==> src/rtl/rst_release_seq_if.sv <==
// Handshake bundle between the reset release sequencer and the per-domain
// reset synchronizers / software control.
interface rst_release_seq_if #(
    parameter int NUM_DOMAINS = 3
);
    logic                   i_SW_RST_REQ;
    logic [NUM_DOMAINS-1:0] i_DOM_RDY;
    logic [NUM_DOMAINS-1:0] o_DOM_RST_N;
    logic                   o_SEQ_DONE;
    logic                   o_TIMEOUT;
    logic                   o_BUSY;

    modport master (
        output i_SW_RST_REQ,
        output i_DOM_RDY,
        input  o_DOM_RST_N,
        input  o_SEQ_DONE,
        input  o_TIMEOUT,
        input  o_BUSY
    );

    modport slave (
        input  i_SW_RST_REQ,
        input  i_DOM_RDY,
        output o_DOM_RST_N,
        output o_SEQ_DONE,
        output o_TIMEOUT,
        output o_BUSY
    );
endinterface

==> src/rtl/rst_release_seq.sv <==
// Releases per-domain resets one at a time in index order, waiting for each
// domain's ack plus a fixed gap; supports reverse-order re-reset and ack timeout.
module rst_release_seq #(
    parameter int NUM_DOMAINS    = 3,
    parameter int HOLD_CYCLES    = 16,
    parameter int GAP_CYCLES     = 4,
    parameter int TIMEOUT_CYCLES = 256,
    parameter int CNT_W          = 9
) (
    input  logic               i_CLK,
    input  logic               i_RST,
    rst_release_seq_if.slave   bus
);
    localparam int IDX_W = (NUM_DOMAINS > 1) ? $clog2(NUM_DOMAINS) : 1;

    typedef enum logic [2:0] {
        S_HOLD,
        S_WAIT_ACK,
        S_GAP,
        S_DONE,
        S_ASSERT,
        S_FAULT
    } state_t;

    state_t                 state_reg;
    logic [CNT_W-1:0]       cnt_reg;
    logic [IDX_W-1:0]       idx_reg;
    logic [NUM_DOMAINS-1:0] dom_rst_n_reg;
    logic                   seq_done_reg;
    logic                   timeout_reg;
    logic                   busy_reg;

    // One-hot view of idx so bit updates need no variable part-selects.
    logic [NUM_DOMAINS-1:0] idx_hot;
    logic [NUM_DOMAINS-1:0] next_hot;
    logic                   rdy_sel;
    logic                   idx_last;

    generate
        for (genvar gi = 0; gi < NUM_DOMAINS; gi++) begin : g_hot
            assign idx_hot[gi] = (idx_reg == IDX_W'(gi));
        end
    endgenerate

    assign next_hot = idx_hot << 1;
    assign rdy_sel  = |(bus.i_DOM_RDY & idx_hot);
    assign idx_last = (idx_reg == IDX_W'(NUM_DOMAINS - 1));

    always_ff @(posedge i_CLK) begin
        if (i_RST) begin
            state_reg     <= S_HOLD;
            cnt_reg       <= '0;
            idx_reg       <= '0;
            dom_rst_n_reg <= '0;
            seq_done_reg  <= 1'b0;
            timeout_reg   <= 1'b0;
            busy_reg      <= 1'b1;
        end else begin
            case (state_reg)
                S_HOLD: begin
                    if (cnt_reg == CNT_W'(HOLD_CYCLES - 1)) begin
                        dom_rst_n_reg <= dom_rst_n_reg | idx_hot;
                        cnt_reg       <= '0;
                        state_reg     <= S_WAIT_ACK;
                    end else begin
                        cnt_reg <= cnt_reg + 1'b1;
                    end
                end

                S_WAIT_ACK: begin
                    // Ack takes priority over a timeout landing on the same edge.
                    if (rdy_sel) begin
                        if (idx_last) begin
                            seq_done_reg <= 1'b1;
                            busy_reg     <= 1'b0;
                            state_reg    <= S_DONE;
                        end else begin
                            cnt_reg   <= '0;
                            state_reg <= S_GAP;
                        end
                    end else if (cnt_reg == CNT_W'(TIMEOUT_CYCLES - 1)) begin
                        timeout_reg   <= 1'b1;
                        dom_rst_n_reg <= '0;
                        busy_reg      <= 1'b0;
                        seq_done_reg  <= 1'b0;
                        state_reg     <= S_FAULT;
                    end else begin
                        cnt_reg <= cnt_reg + 1'b1;
                    end
                end

                S_GAP: begin
                    if (cnt_reg == CNT_W'(GAP_CYCLES - 1)) begin
                        idx_reg       <= idx_reg + 1'b1;
                        dom_rst_n_reg <= dom_rst_n_reg | next_hot;
                        cnt_reg       <= '0;
                        state_reg     <= S_WAIT_ACK;
                    end else begin
                        cnt_reg <= cnt_reg + 1'b1;
                    end
                end

                S_DONE: begin
                    if (bus.i_SW_RST_REQ) begin
                        seq_done_reg <= 1'b0;
                        busy_reg     <= 1'b1;
                        idx_reg      <= IDX_W'(NUM_DOMAINS - 1);
                        state_reg    <= S_ASSERT;
                    end
                end

                S_ASSERT: begin
                    // Walk back down, re-asserting one domain per cycle.
                    dom_rst_n_reg <= dom_rst_n_reg & ~idx_hot;
                    if (idx_reg == '0) begin
                        cnt_reg   <= '0;
                        state_reg <= S_HOLD;
                    end else begin
                        idx_reg <= idx_reg - 1'b1;
                    end
                end

                S_FAULT: begin
                    if (bus.i_SW_RST_REQ) begin
                        timeout_reg <= 1'b0;
                        busy_reg    <= 1'b1;
                        cnt_reg     <= '0;
                        idx_reg     <= '0;
                        state_reg   <= S_HOLD;
                    end
                end

                default: begin
                    state_reg <= S_HOLD;
                end
            endcase
        end
    end

    assign bus.o_DOM_RST_N = dom_rst_n_reg;
    assign bus.o_SEQ_DONE  = seq_done_reg;
    assign bus.o_TIMEOUT   = timeout_reg;
    assign bus.o_BUSY      = busy_reg;
endmodule

==> src/flat_wrapper.sv <==
// flat-port wrapper written by rule: the top's interface ports become plain ports
module rst_release_seq_flat 
#(
    parameter int NUM_DOMAINS    = 3,
    parameter int HOLD_CYCLES    = 16,
    parameter int GAP_CYCLES     = 4,
    parameter int TIMEOUT_CYCLES = 256,
    parameter int CNT_W          = 9
)
  (i_CLK, i_RST, bus_i_SW_RST_REQ, bus_i_DOM_RDY, bus_o_DOM_RST_N, bus_o_SEQ_DONE, bus_o_TIMEOUT, bus_o_BUSY);
  rst_release_seq_if #(.NUM_DOMAINS(NUM_DOMAINS)) bus_i ();
  input  logic i_CLK;
  input  logic i_RST;
  input wire logic [$bits(bus_i.i_SW_RST_REQ)-1:0] bus_i_SW_RST_REQ;
  input wire logic [$bits(bus_i.i_DOM_RDY)-1:0] bus_i_DOM_RDY;
  output wire logic [$bits(bus_i.o_DOM_RST_N)-1:0] bus_o_DOM_RST_N;
  output wire logic [$bits(bus_i.o_SEQ_DONE)-1:0] bus_o_SEQ_DONE;
  output wire logic [$bits(bus_i.o_TIMEOUT)-1:0] bus_o_TIMEOUT;
  output wire logic [$bits(bus_i.o_BUSY)-1:0] bus_o_BUSY;
  assign bus_i.i_SW_RST_REQ = bus_i_SW_RST_REQ;
  assign bus_i.i_DOM_RDY = bus_i_DOM_RDY;
  assign bus_o_DOM_RST_N = bus_i.o_DOM_RST_N;
  assign bus_o_SEQ_DONE = bus_i.o_SEQ_DONE;
  assign bus_o_TIMEOUT = bus_i.o_TIMEOUT;
  assign bus_o_BUSY = bus_i.o_BUSY;
  rst_release_seq #(.NUM_DOMAINS(NUM_DOMAINS), .HOLD_CYCLES(HOLD_CYCLES), .GAP_CYCLES(GAP_CYCLES), .TIMEOUT_CYCLES(TIMEOUT_CYCLES), .CNT_W(CNT_W)) u_core (.i_CLK(i_CLK), .i_RST(i_RST), .bus(bus_i));
endmodule
==> config.mk <==
export PLATFORM = sky130hd
export DESIGN_NAME = rst_release_seq_flat
export DESIGN_NICKNAME = d
export VERILOG_FILES = /design/src/rtl/rst_release_seq_if.sv /design/src/rtl/rst_release_seq.sv /design/src/flat_wrapper.sv
export SDC_FILE = /design/constraint.sdc
export NUM_CORES = 1
export LEC_CHECK = 0
export CAP_MARGIN = 20
export CELL_PAD_IN_SITES_DETAIL_PLACEMENT = 0
export CELL_PAD_IN_SITES_GLOBAL_PLACEMENT = 1
export CORE_MARGIN = 4
export CORE_UTILIZATION = 46
export DETAILED_ROUTE_END_ITERATION = 16
export MAX_ROUTING_LAYER = met4
export PLACE_DENSITY = 0.87
export SLEW_MARGIN = 10
export SYNTH_ARGS = -nofsm -noshare
export SYNTH_HDL_FRONTEND = slang
export SYNTH_SLANG_ARGS = --single-unit
==> constraint.sdc <==
create_clock -name i_CLK -period 6.35 [get_ports i_CLK]
set_input_delay 0.9525 -clock i_CLK [delete_from_list [all_inputs] [get_ports i_CLK]]
set_output_delay 0.9525 -clock i_CLK [all_outputs]
set_load 0.02 [all_outputs]
== Word level (Yosys, flattened, before mapping) ==
Index checks and enable logic that the tools add are counted.
Operators by class
  $add $sub $neg: 3
  eq/ne operators: 23
  mux-type cells: 39
  bitwise operators: 5
  reduce and logical (&&, ||, !) cells: 17
Operators by type and width (number)
  two-way mux 9 bit: 7
  case mux 9 bit (5 select lines): 1
  two-way mux 3 bit: 11
  case mux 3 bit (6 select lines): 1
  AND reduction 5 bit: 3
  case mux 3 bit (4 select lines): 1
  AND reduction 4 bit: 3
  two-way mux 1 bit: 10
  inequality test 2 x 1 -> 1 bit, second input constant: 5
  adder 9 x 1 -> 9 bit, second input constant: 1
  equality test 9 x 2 -> 1 bit, second input constant: 1
  equality test 9 x 4 -> 1 bit, second input constant: 1
  equality test 9 x 8 -> 1 bit, second input constant: 1
  two-way mux 2 bit: 4
  inequality test 2 bit, second input constant: 4
  case mux 2 bit (4 select lines): 1
  nonzero test 4 bit: 2
  AND 3 bit: 2
  equality test 3 x 2 -> 1 bit, second input constant: 2
  equality test 3 bit, second input constant: 2
  inequality test 3 bit, second input constant: 2
  bitwise OR 3 bit: 2
  case mux 1 bit (2 select lines): 3
  AND reduction 6 bit: 1
  other kinds (14): 16
Storage, ports and cells
  bits in registers: 20
  bits of input ports: 6
  output and inout bits: 6
  word-level logic and storage cells: 94

== Logic depth before layout (Yosys ltp) ==
Gate-level depths: netlist (run 1).
  word-level depth: 5
  depth in mapped cells: 9

== Least setup slack after synthesis (run 1) ==
Ideal clock, no wire load.
  path kind: input to register
  from: in bus_i_DOM_RDY[0]
  to: reg u_core.cnt_reg[0]
  library setup time: 0.059 ns
  arrival: 2.425 ns
  required time: 6.291 ns
  path slack: 3.866 ns
  stages on the path: 6
  path buffers: 1
  cell sequence: a222oi_1 -> buf_2 -> mux2i_1 -> o21a_1 -> nor3b_4 -> mux2_2
Between the ends
  word-level cells in the longest chain between the ends: 4
RTL lines
  from (decl): RTL line flat_wrapper.sv:15  | input wire logic [$bits(bus_i.i_DOM_RDY)-1:0] bus_i_DOM_RDY;
  AND 3 bit *: RTL line rst_release_seq.sv:46  | assign rdy_sel = |(bus.i_DOM_RDY & idx_hot);
  OR reduction 3 bit *: RTL line rst_release_seq.sv:46
  inequality test 3 bit (no line), or another cell as far along
  AND reduction 5 bit (no line) / case mux 9 bit (5 select lines) (equally long branches)
  to (signal assigned): RTL line rst_release_seq.sv:66  | cnt_reg <= cnt_reg + 1'b1;
  to (signal assigned): RTL line rst_release_seq.sv:88  | cnt_reg <= cnt_reg + 1'b1;
  to (signal assigned): RTL line rst_release_seq.sv:99  | cnt_reg <= cnt_reg + 1'b1;
  to (decl): RTL line rst_release_seq.sv:26  | logic [CNT_W-1:0] cnt_reg;
Every way passes the cells marked *; elsewhere a longest branch is shown, timed or not.
A chain may end at the register's enable or synchronous reset.

== Worst setup path in the final report (run 1) ==
Ends and elaborated chain as after synthesis.

==> results of run 1 <==
cell families (layout without fill, tap and decap cells):
kind of cell	after synthesis	after routing	synth area share [%]
xor+xnor	1	1	0.624
fa+ha+maj	5	5	4.46
flops	20	20	28.5
compound gates	64	64	34.1
buf+inv	22	26	6.24
simple gates	59	59	23.8
mux	3	3	2.23
worst min path at each step:
stage / start / slack [ns] / to
global placement: u_core.bus.o_TIMEOUT$_SDFFE_PP0P_ / 0.48 / u_core.bus.o_TIMEOUT$_SDFFE_PP0P_
finish: u_core.idx_reg[0]$_SDFFE_PP0P_ / 0.51 / u_core.idx_reg[0]$_SDFFE_PP0P_
CTS: u_core.idx_reg[0]$_SDFFE_PP0P_ / 0.51 / u_core.idx_reg[0]$_SDFFE_PP0P_
floorplan: u_core.idx_reg[0]$_SDFFE_PP0P_ / 0.47 / u_core.idx_reg[0]$_SDFFE_PP0P_
global route: u_core.idx_reg[0]$_SDFFE_PP0P_ / 0.53 / u_core.idx_reg[0]$_SDFFE_PP0P_
detailed placement: u_core.idx_reg[0]$_SDFFE_PP0P_ / 0.50 / u_core.idx_reg[0]$_SDFFE_PP0P_
power groups by stage:
stage | clock, mW | sequential [mW] | combinational [mW]
3_3_place_gp | 0 | 0.143 | 0.0491
5_1_grt | 0.0680 | 0.142 | 0.0548
2_1_floorplan | 0 | 0.136 | 0.0442
3_5_place_dp | 0 | 0.143 | 0.0494
6_report | 0.0612 | 0.141 | 0.0499
4_1_cts | 0.0621 | 0.140 | 0.0496
final cells by class:
| cell class | instances | area, um2 |
|---|---|---|
| inverters | 12 | 45.0 |
| multi-input cells | 132 | 916 |
| fillers | 276 | 1300 |
| flip-flops and latches | 20 | 400 |
| well taps | 31 | 38.8 |
| repair buffers | 11 | 110 |
| clock buffers | 3 | 22.5 |
cells in the final DEF (no fill, tap or decap), drive strengths merged, types with 3 or more instances in the layout:
cell type      instances
nor3b                  3
nor2                  16
a21oi                 10
inv                   12
and3                   6
a211oi                 4
a22o                   7
clkdlybuf4s50         11
nor2b                  5
o32ai                  5
o21ai                 12
a31oi                  3
nand2                 11
ha                     5
nand2b                 3
nand3                  4
dfxtp                 20
clkbuf                 3
cell usage after synthesis (3+ instances only):
master	n	area share, %
a211oi_1	4	2.1
a21oi_1	10	3.6
a22o_1	6	3.7
a31oi_1	3	1.3
and3_1	4	1.8
buf_2	4	1.4
clkbuf_1	5	1.3
dfxtp_1	20	29
ha_1	5	4.5
inv_1	12	3.2
nand2_1	11	2.9
nand2b_1	3	1.3
nand3_1	4	1.4
nor2_1	16	4.3
nor2b_1	5	2.2
o21ai_0	10	3.6
o32ai_1	5	3.1
metal layers:
metal / GRT usage [%] / vias up
met1: 24.2 / 608
met2: 27.5 / 31
met5: - / -
met4: 5.66 / 0
li1: - / 664
met3: 3.20 / 5
critical path, delay by kind of cell:
kind	cells	cell delay, ns
buffers and inverters	1	0.41
and+or+nand+nor	1	0.44
AOI/OAI and AO/OA	2	1.16
muxes	2	0.57
==> results.md, run 1 <==
- Power, Total: 252 uW
- CP Max Fanout: 9
- Vias post-DR: 1308
- Starting Density: 49.6%
- RD Place Congestion: 0.897
- CTS resizes: 0
- Final Setup Violations: 0
- Combinational share of power: 19.8%
- Net Sw Power: 77.5 uW
- Layout Skew: 0.00503 ns
- Sequential area share after synthesis: 28.5%
- CP Launch Type: input pin
- Hold/Removal Path Class: reg2reg
- P_int: 174 uW
- RSZ-0062 raised after global routing: false
- Height of the die: 63.2 um
- Remaining Overflow, GRT: 0
- DR iter-0 viols: 101
- WL met2: 1600 um
- Crit path kind: in2reg
- Crit end category: register
- R2R setup slack: 3.34 ns
- First-pass GRT wire length: 5710 um
- Placed cell area: 0.00151 mm2
- Final period util: 51.7%
- Synth Flop Type: dfxtp_1
- Maxcap violations: 0
- Gr usage total: 18.0%
- Final Worst Setup Slack: 3.07 ns
- Final Instance Area: 0.00153 mm2
- Post-Syn Area: 0.00140 mm2
- Post-DP HPWL: 2510 um
- Number of synthesized flops with an enable pin: 0
- CTS tree: yes
- Max FFs per register: 9
- Hold Violations, Final: 0
- Clock root cell: clkbuf_4
- Number of diodes: 0
- TNS Setup: 0 ns
- DR DRC count: 0
- Post-CTS setup buffer count: 0
- Reg-to-reg endpoint: u_core.cnt_reg[0]$_SDFFE_PP0P_
- Std-Cell Rows: 19
- Hold Path Depth: 2
- Power Density: 164 mW/mm2
- Vias per cell: 6.26
- Final slew viol count: 0
- Critical Path RT: 6.60 ns
- Syn. warnings: 0
- TritonRoute pass-1 iters: 4
- Placed Instances: 206
- Number of global-route vias before repair: 1200
- Layout cell share with drive strength beyond 1: 9.55%
- Setup crit end: u_core.cnt_reg[0]$_SDFFE_PP0P_
- Outcome: complete, no violations
- Met3 wire len: 135 um
- Pre-CTS setup slack: 2.80 ns
- FF+latch count, synth: 20
- # IOs: 12
- Tmin final: 3.28 ns
- Mapped Cells: 174
- Asr flop ratio synth: 0%
- Clock power frac: 24.3%
- Initial antenna violation count: 0
- Crit path arrival time: 3.53 ns
- Wirelength, routed: 3390 um
- Die span in x: 63.2 um
- Port bufs: 11
- VDD IR max: 95.5 uV
- Crit. Startpoint: bus_i_DOM_RDY[0]
- Area delta synth->final: 9.18%
- Clock-pin slew on the worst setup and hold paths: 0.11 ns
- Largest net degree at the start of global routing: 26
- Distinct cells, synth: 57
- Reg2reg start: u_core.idx_reg[0]$_SDFFE_PP0P_
- Pleak: 0.565 nW
- Num CTS Buffers: 3
- Critical-path top delay cell: a222oi_1
- Core area: 0.00283 mm2
- Max layer used: met4
- WHS: 0.506 ns
- Max transition margin: 34.4%
- Sw Share: 30.8%
- Syn nets: 185
- Finished Core Util: 54.2%
- CTS hold repair buffers: 0
- Final ANT Viol Nets: 0
- Synthesized area per cell: 8.07 um2
- Least-Margin Pin Slew: 0.984 ns
- Max stage delay on crit path: 0.87 ns
- H-tree levels: 1
- Critical Path, Cell by Cell: clkdlybuf4s50_1, a222oi_1, mux2i_1, o21a_1, nor3b_4, mux2_2
- Mean routed wirelength per cell: 16.2 um
- Non-filler cells, final: 209
- Clock buffer depth: 2
- FF-to-FF path depth: 7
- Clk sinks: 20
- Clk_lat worst skew: 0.30 ns
- Highest clock rate: 305 MHz
- Layout net count: 191
- Die footprint: 0.00400 mm2
- Met1 wire length: 1620 um
- Seq pwr share: 55.9%
Note: power is estimated with default switching activity, not from simulation.
==> run 2: changes to the inputs <==
--- a/config.mk
+++ b/config.mk
@@ -9,10 +9,10 @@
 export CELL_PAD_IN_SITES_DETAIL_PLACEMENT = 0
 export CELL_PAD_IN_SITES_GLOBAL_PLACEMENT = 1
 export CORE_MARGIN = 4
-export CORE_UTILIZATION = 46
+export CORE_UTILIZATION = 38
 export DETAILED_ROUTE_END_ITERATION = 16
 export MAX_ROUTING_LAYER = met4
-export PLACE_DENSITY = 0.87
+export PLACE_DENSITY = 0.77
 export SLEW_MARGIN = 10
 export SYNTH_ARGS = -nofsm -noshare
 export SYNTH_HDL_FRONTEND = slang
==> constraint.sdc (replaced) <==
create_clock -name i_CLK -period 2.65 [get_ports i_CLK]
set_input_delay 0.3975 -clock i_CLK [delete_from_list [all_inputs] [get_ports i_CLK]]
set_output_delay 0.3975 -clock i_CLK [all_outputs]
set_load 0.02 [all_outputs]
==> run 2 against run 1 <==
Effect of this change:
- first-iteration DRC count increased by 17%
- cell count increased by 12%
- critical path depth increased by 4
- sequential cell count unchanged
- register-to-register slack got worse by 3.2 ns
- clock skew decreased by 0.0022 ns
- die area increased by 18%
- largest cell class unchanged
- routed wire length increased by 3.6%
- global-route usage decreased by 0.95 points
==> results.md, run 2 (synthesis gave the netlist of run 1 again) <==
- Outcome: complete, no violations (unchanged)
- Max transition margin: 61.2% (was 34.4%)
- Reg2reg start: u_core.cnt_reg[0]$_SDFFE_PP0P_ (was u_core.idx_reg[0]$_SDFFE_PP0P_)
- Clk sinks: 20 (unchanged)
- Gr usage total: 17.1% (was 18.0%)
- CP Max Fanout: 7 (was 9)
- DR iter-0 viols: 118 (was 101)
- Clock buffer depth: 2 (unchanged)
- First-pass GRT wire length: 5930 um (was 5710 um)
- Sw Share: 25.9% (was 30.8%)
- Core area: 0.00344 mm2 (was 0.00283 mm2)
- Commonest non-fill, non-tap cells in the layout: 20 x dfxtp_1, 16 x nor2_1, 12 x inv_1 (unchanged)
- Vias post-DR: 1363 (was 1308)
- Pre-CTS setup slack: 0.107 ns (was 2.80 ns)
- Layout net count: 201 (was 191)
- Wirelength, routed: 3510 um (was 3390 um)
- RD Place Congestion: 0.930 (was 0.897)
- Area delta synth->final: 19.5% (was 9.18%)
- Clock root cell: clkbuf_8 (was clkbuf_4)
- Placed Instances: 229 (was 206)
- Crit path kind: reg2reg (was in2reg)
- Seq pwr share: 42.5% (was 55.9%)
- Number of diodes: 0 (unchanged)
- Largest net degree at the start of global routing: 18 (was 26)
- Setup crit end: u_core.cnt_reg[0]$_SDFFE_PP0P_ (unchanged)
- FF-to-FF path depth: 10 (was 7)
- Final Setup Violations: 0 (unchanged)
- Remaining Overflow, GRT: 0 (unchanged)
- Maxcap violations: 0 (unchanged)
- Port bufs: 11 (unchanged)
- Final Instance Area: 0.00168 mm2 (was 0.00153 mm2)
- Post-DP HPWL: 2660 um (was 2510 um)
- Crit. Startpoint: u_core.cnt_reg[0]$_SDFFE_PP0P_ (was bus_i_DOM_RDY[0])
- TritonRoute pass-1 iters: 4 (unchanged)
- Height of the die: 68.8 um (was 63.2 um)
- Critical Path RT: 2.81 ns (was 6.60 ns)
- RSZ-0062 raised after global routing: false (unchanged)
- Power Density: 464 mW/mm2 (was 164 mW/mm2)
- Reg-to-reg endpoint: u_core.cnt_reg[0]$_SDFFE_PP0P_ (unchanged)
- Placed cell area: 0.00159 mm2 (was 0.00151 mm2)
- # IOs: 12 (unchanged)
- Net Sw Power: 201 uW (was 77.5 uW)
- Die span in x: 68.8 um (was 63.2 um)
- Final period util: 93.1%
- Number of global-route vias before repair: 1273 (was 1200)
- Non-filler cells, final: 235 (was 209)
- Initial antenna violation count: 0 (unchanged)
- Clk_lat worst skew: 0.26 ns (was 0.30 ns)
- Most common cell after layout, fill and taps aside: dfxtp_1 (unchanged)
- Clock-pin slew on the worst setup and hold paths: 0.08 ns (was 0.11 ns)
- Final Worst Setup Slack: 0.183 ns (was 3.07 ns)
- Pleak: 0.633 nW (was 0.565 nW)
- Hold Violations, Final: 0 (unchanged)
- Least-Margin Pin Slew: 0.577 ns (was 0.984 ns)
- Crit end category: register (unchanged)
- CTS hold repair buffers: 0 (unchanged)
- Std-Cell Rows: 21 (was 19)
- TNS Setup: 0 ns (unchanged)
- VDD IR max: 230 uV (was 95.5 uV)
- Max FFs per register: 9 (unchanged)
- Die footprint: 0.00473 mm2 (was 0.00400 mm2)
- Vias per cell: 5.80 (was 6.26)
- Clock power frac: 39.4% (was 24.3%)
- DR DRC count: 0 (unchanged)
- Layout Skew: 0.00286 ns (was 0.00503 ns)
- R2R setup slack: 0.18 ns (was 3.34 ns)
- WHS: 0.494 ns (was 0.506 ns)
- Num CTS Buffers: 3 (unchanged)
- Starting Density: 40.8% (was 49.6%)
- P_int: 577 uW (was 174 uW)
- Final ANT Viol Nets: 0 (unchanged)
- Tmin final: 2.47 ns
- Hold/Removal Path Class: reg2reg (unchanged)
- Fill count: 329 (was 276)
- Layout cell share with drive strength beyond 1: 15.3% (was 9.55%)
- H-tree levels: 1 (unchanged)
- CP Launch Type: register (was input pin)
- Highest clock rate: 405 MHz
- CTS tree: yes (unchanged)
- Combinational share of power: 18.0% (was 19.8%)
- Final slew viol count: 0 (unchanged)
- Crit path arrival time: 2.62 ns (was 3.53 ns)
- Mean routed wirelength per cell: 15.0 um (was 16.2 um)
[run 2: routing by layer]
metal | part of all wire, % | track usage (%) | wire length, um | vias to the layer above
met2 | 45 | 26.5 | 1590 | 47
met1 | 49 | 23.0 | 1720 | 628
li1 | - | - | - | 686
met5 | 0 | - | 0 | -
met4 | 0.57 | 5.84 | 20 | 0
met3 | 5.3 | 2.11 | 187 | 2
[run 2: final cells by class]
cell class | instances | area [um2] | share of cell area [%]
clock buffer | 3 | 41.3 | 2.46
clock inverter | 1 | 30.0 | 1.79
inverter | 12 | 45.0 | 2.68
multi-input combinational | 132 | 918 | 54.7
sequential | 20 | 400 | 23.9
tap | 46 | 57.6 | 3.43
timing repair buffer | 21 | 185 | 11.0
[run 2: power by group through the flow]
stage                     combinational [mW]  clock (mW)  sequential, mW
after floorplan                        0.106           0           0.326
after global placement                 0.133           0           0.337
after detailed placement               0.133           0           0.337
after CTS                              0.134       0.313           0.330
after global routing                   0.156       0.325           0.333
final                                  0.140       0.307           0.331
[run 2: how the worst min path moves through the flow]
| stage | start | endpoint | slack (ns) | depth (start not counted) |
|---|---|---|---|---|
| 6_report | u_core.bus.o_TIMEOUT$_SDFFE_PP0P_ | u_core.bus.o_TIMEOUT$_SDFFE_PP0P_ | 0.49 | 2 |
| 5_1_grt | u_core.idx_reg[0]$_SDFFE_PP0P_ | u_core.idx_reg[0]$_SDFFE_PP0P_ | 0.54 | 2 |
| 4_1_cts | u_core.idx_reg[0]$_SDFFE_PP0P_ | u_core.idx_reg[0]$_SDFFE_PP0P_ | 0.50 | 2 |
| 3_5_place_dp | u_core.idx_reg[0]$_SDFFE_PP0P_ | u_core.idx_reg[0]$_SDFFE_PP0P_ | 0.49 | 2 |
| 3_3_place_gp | u_core.bus.o_TIMEOUT$_SDFFE_PP0P_ | u_core.bus.o_TIMEOUT$_SDFFE_PP0P_ | 0.48 | 2 |
| 2_1_floorplan | u_core.idx_reg[0]$_SDFFE_PP0P_ | u_core.idx_reg[0]$_SDFFE_PP0P_ | 0.47 | 2 |
[run 2: worst max-delay path, cell delays in order, from the launching register on]
cell and delay (ns):
dfxtp_1 0.38, ha_2 0.25, and3_1 0.20, and3_2 0.21, and3_1 0.16, ha_1 0.22, mux2i_1 0.13, o21a_1 0.21
nor3b_4 0.15, buf_4 0.18, mux2_2 0.25
[run 2: through the flow]
stage	utilization, %	power (mW)
after floorplan	-	0.432
after global placement	46.2	0.470
after detailed placement	46.2	0.470
after CTS	48.2	0.777
after global routing	48.7	0.814
final	48.7	0.778
[run 2: what timing repair did]
| action | CTS | global route |
|---|---|---|
| endpoints found under the setup margin | 0 | 9 |
| resized for setup | 0 | 1 |
| buffers inserted | 0 | 2 |
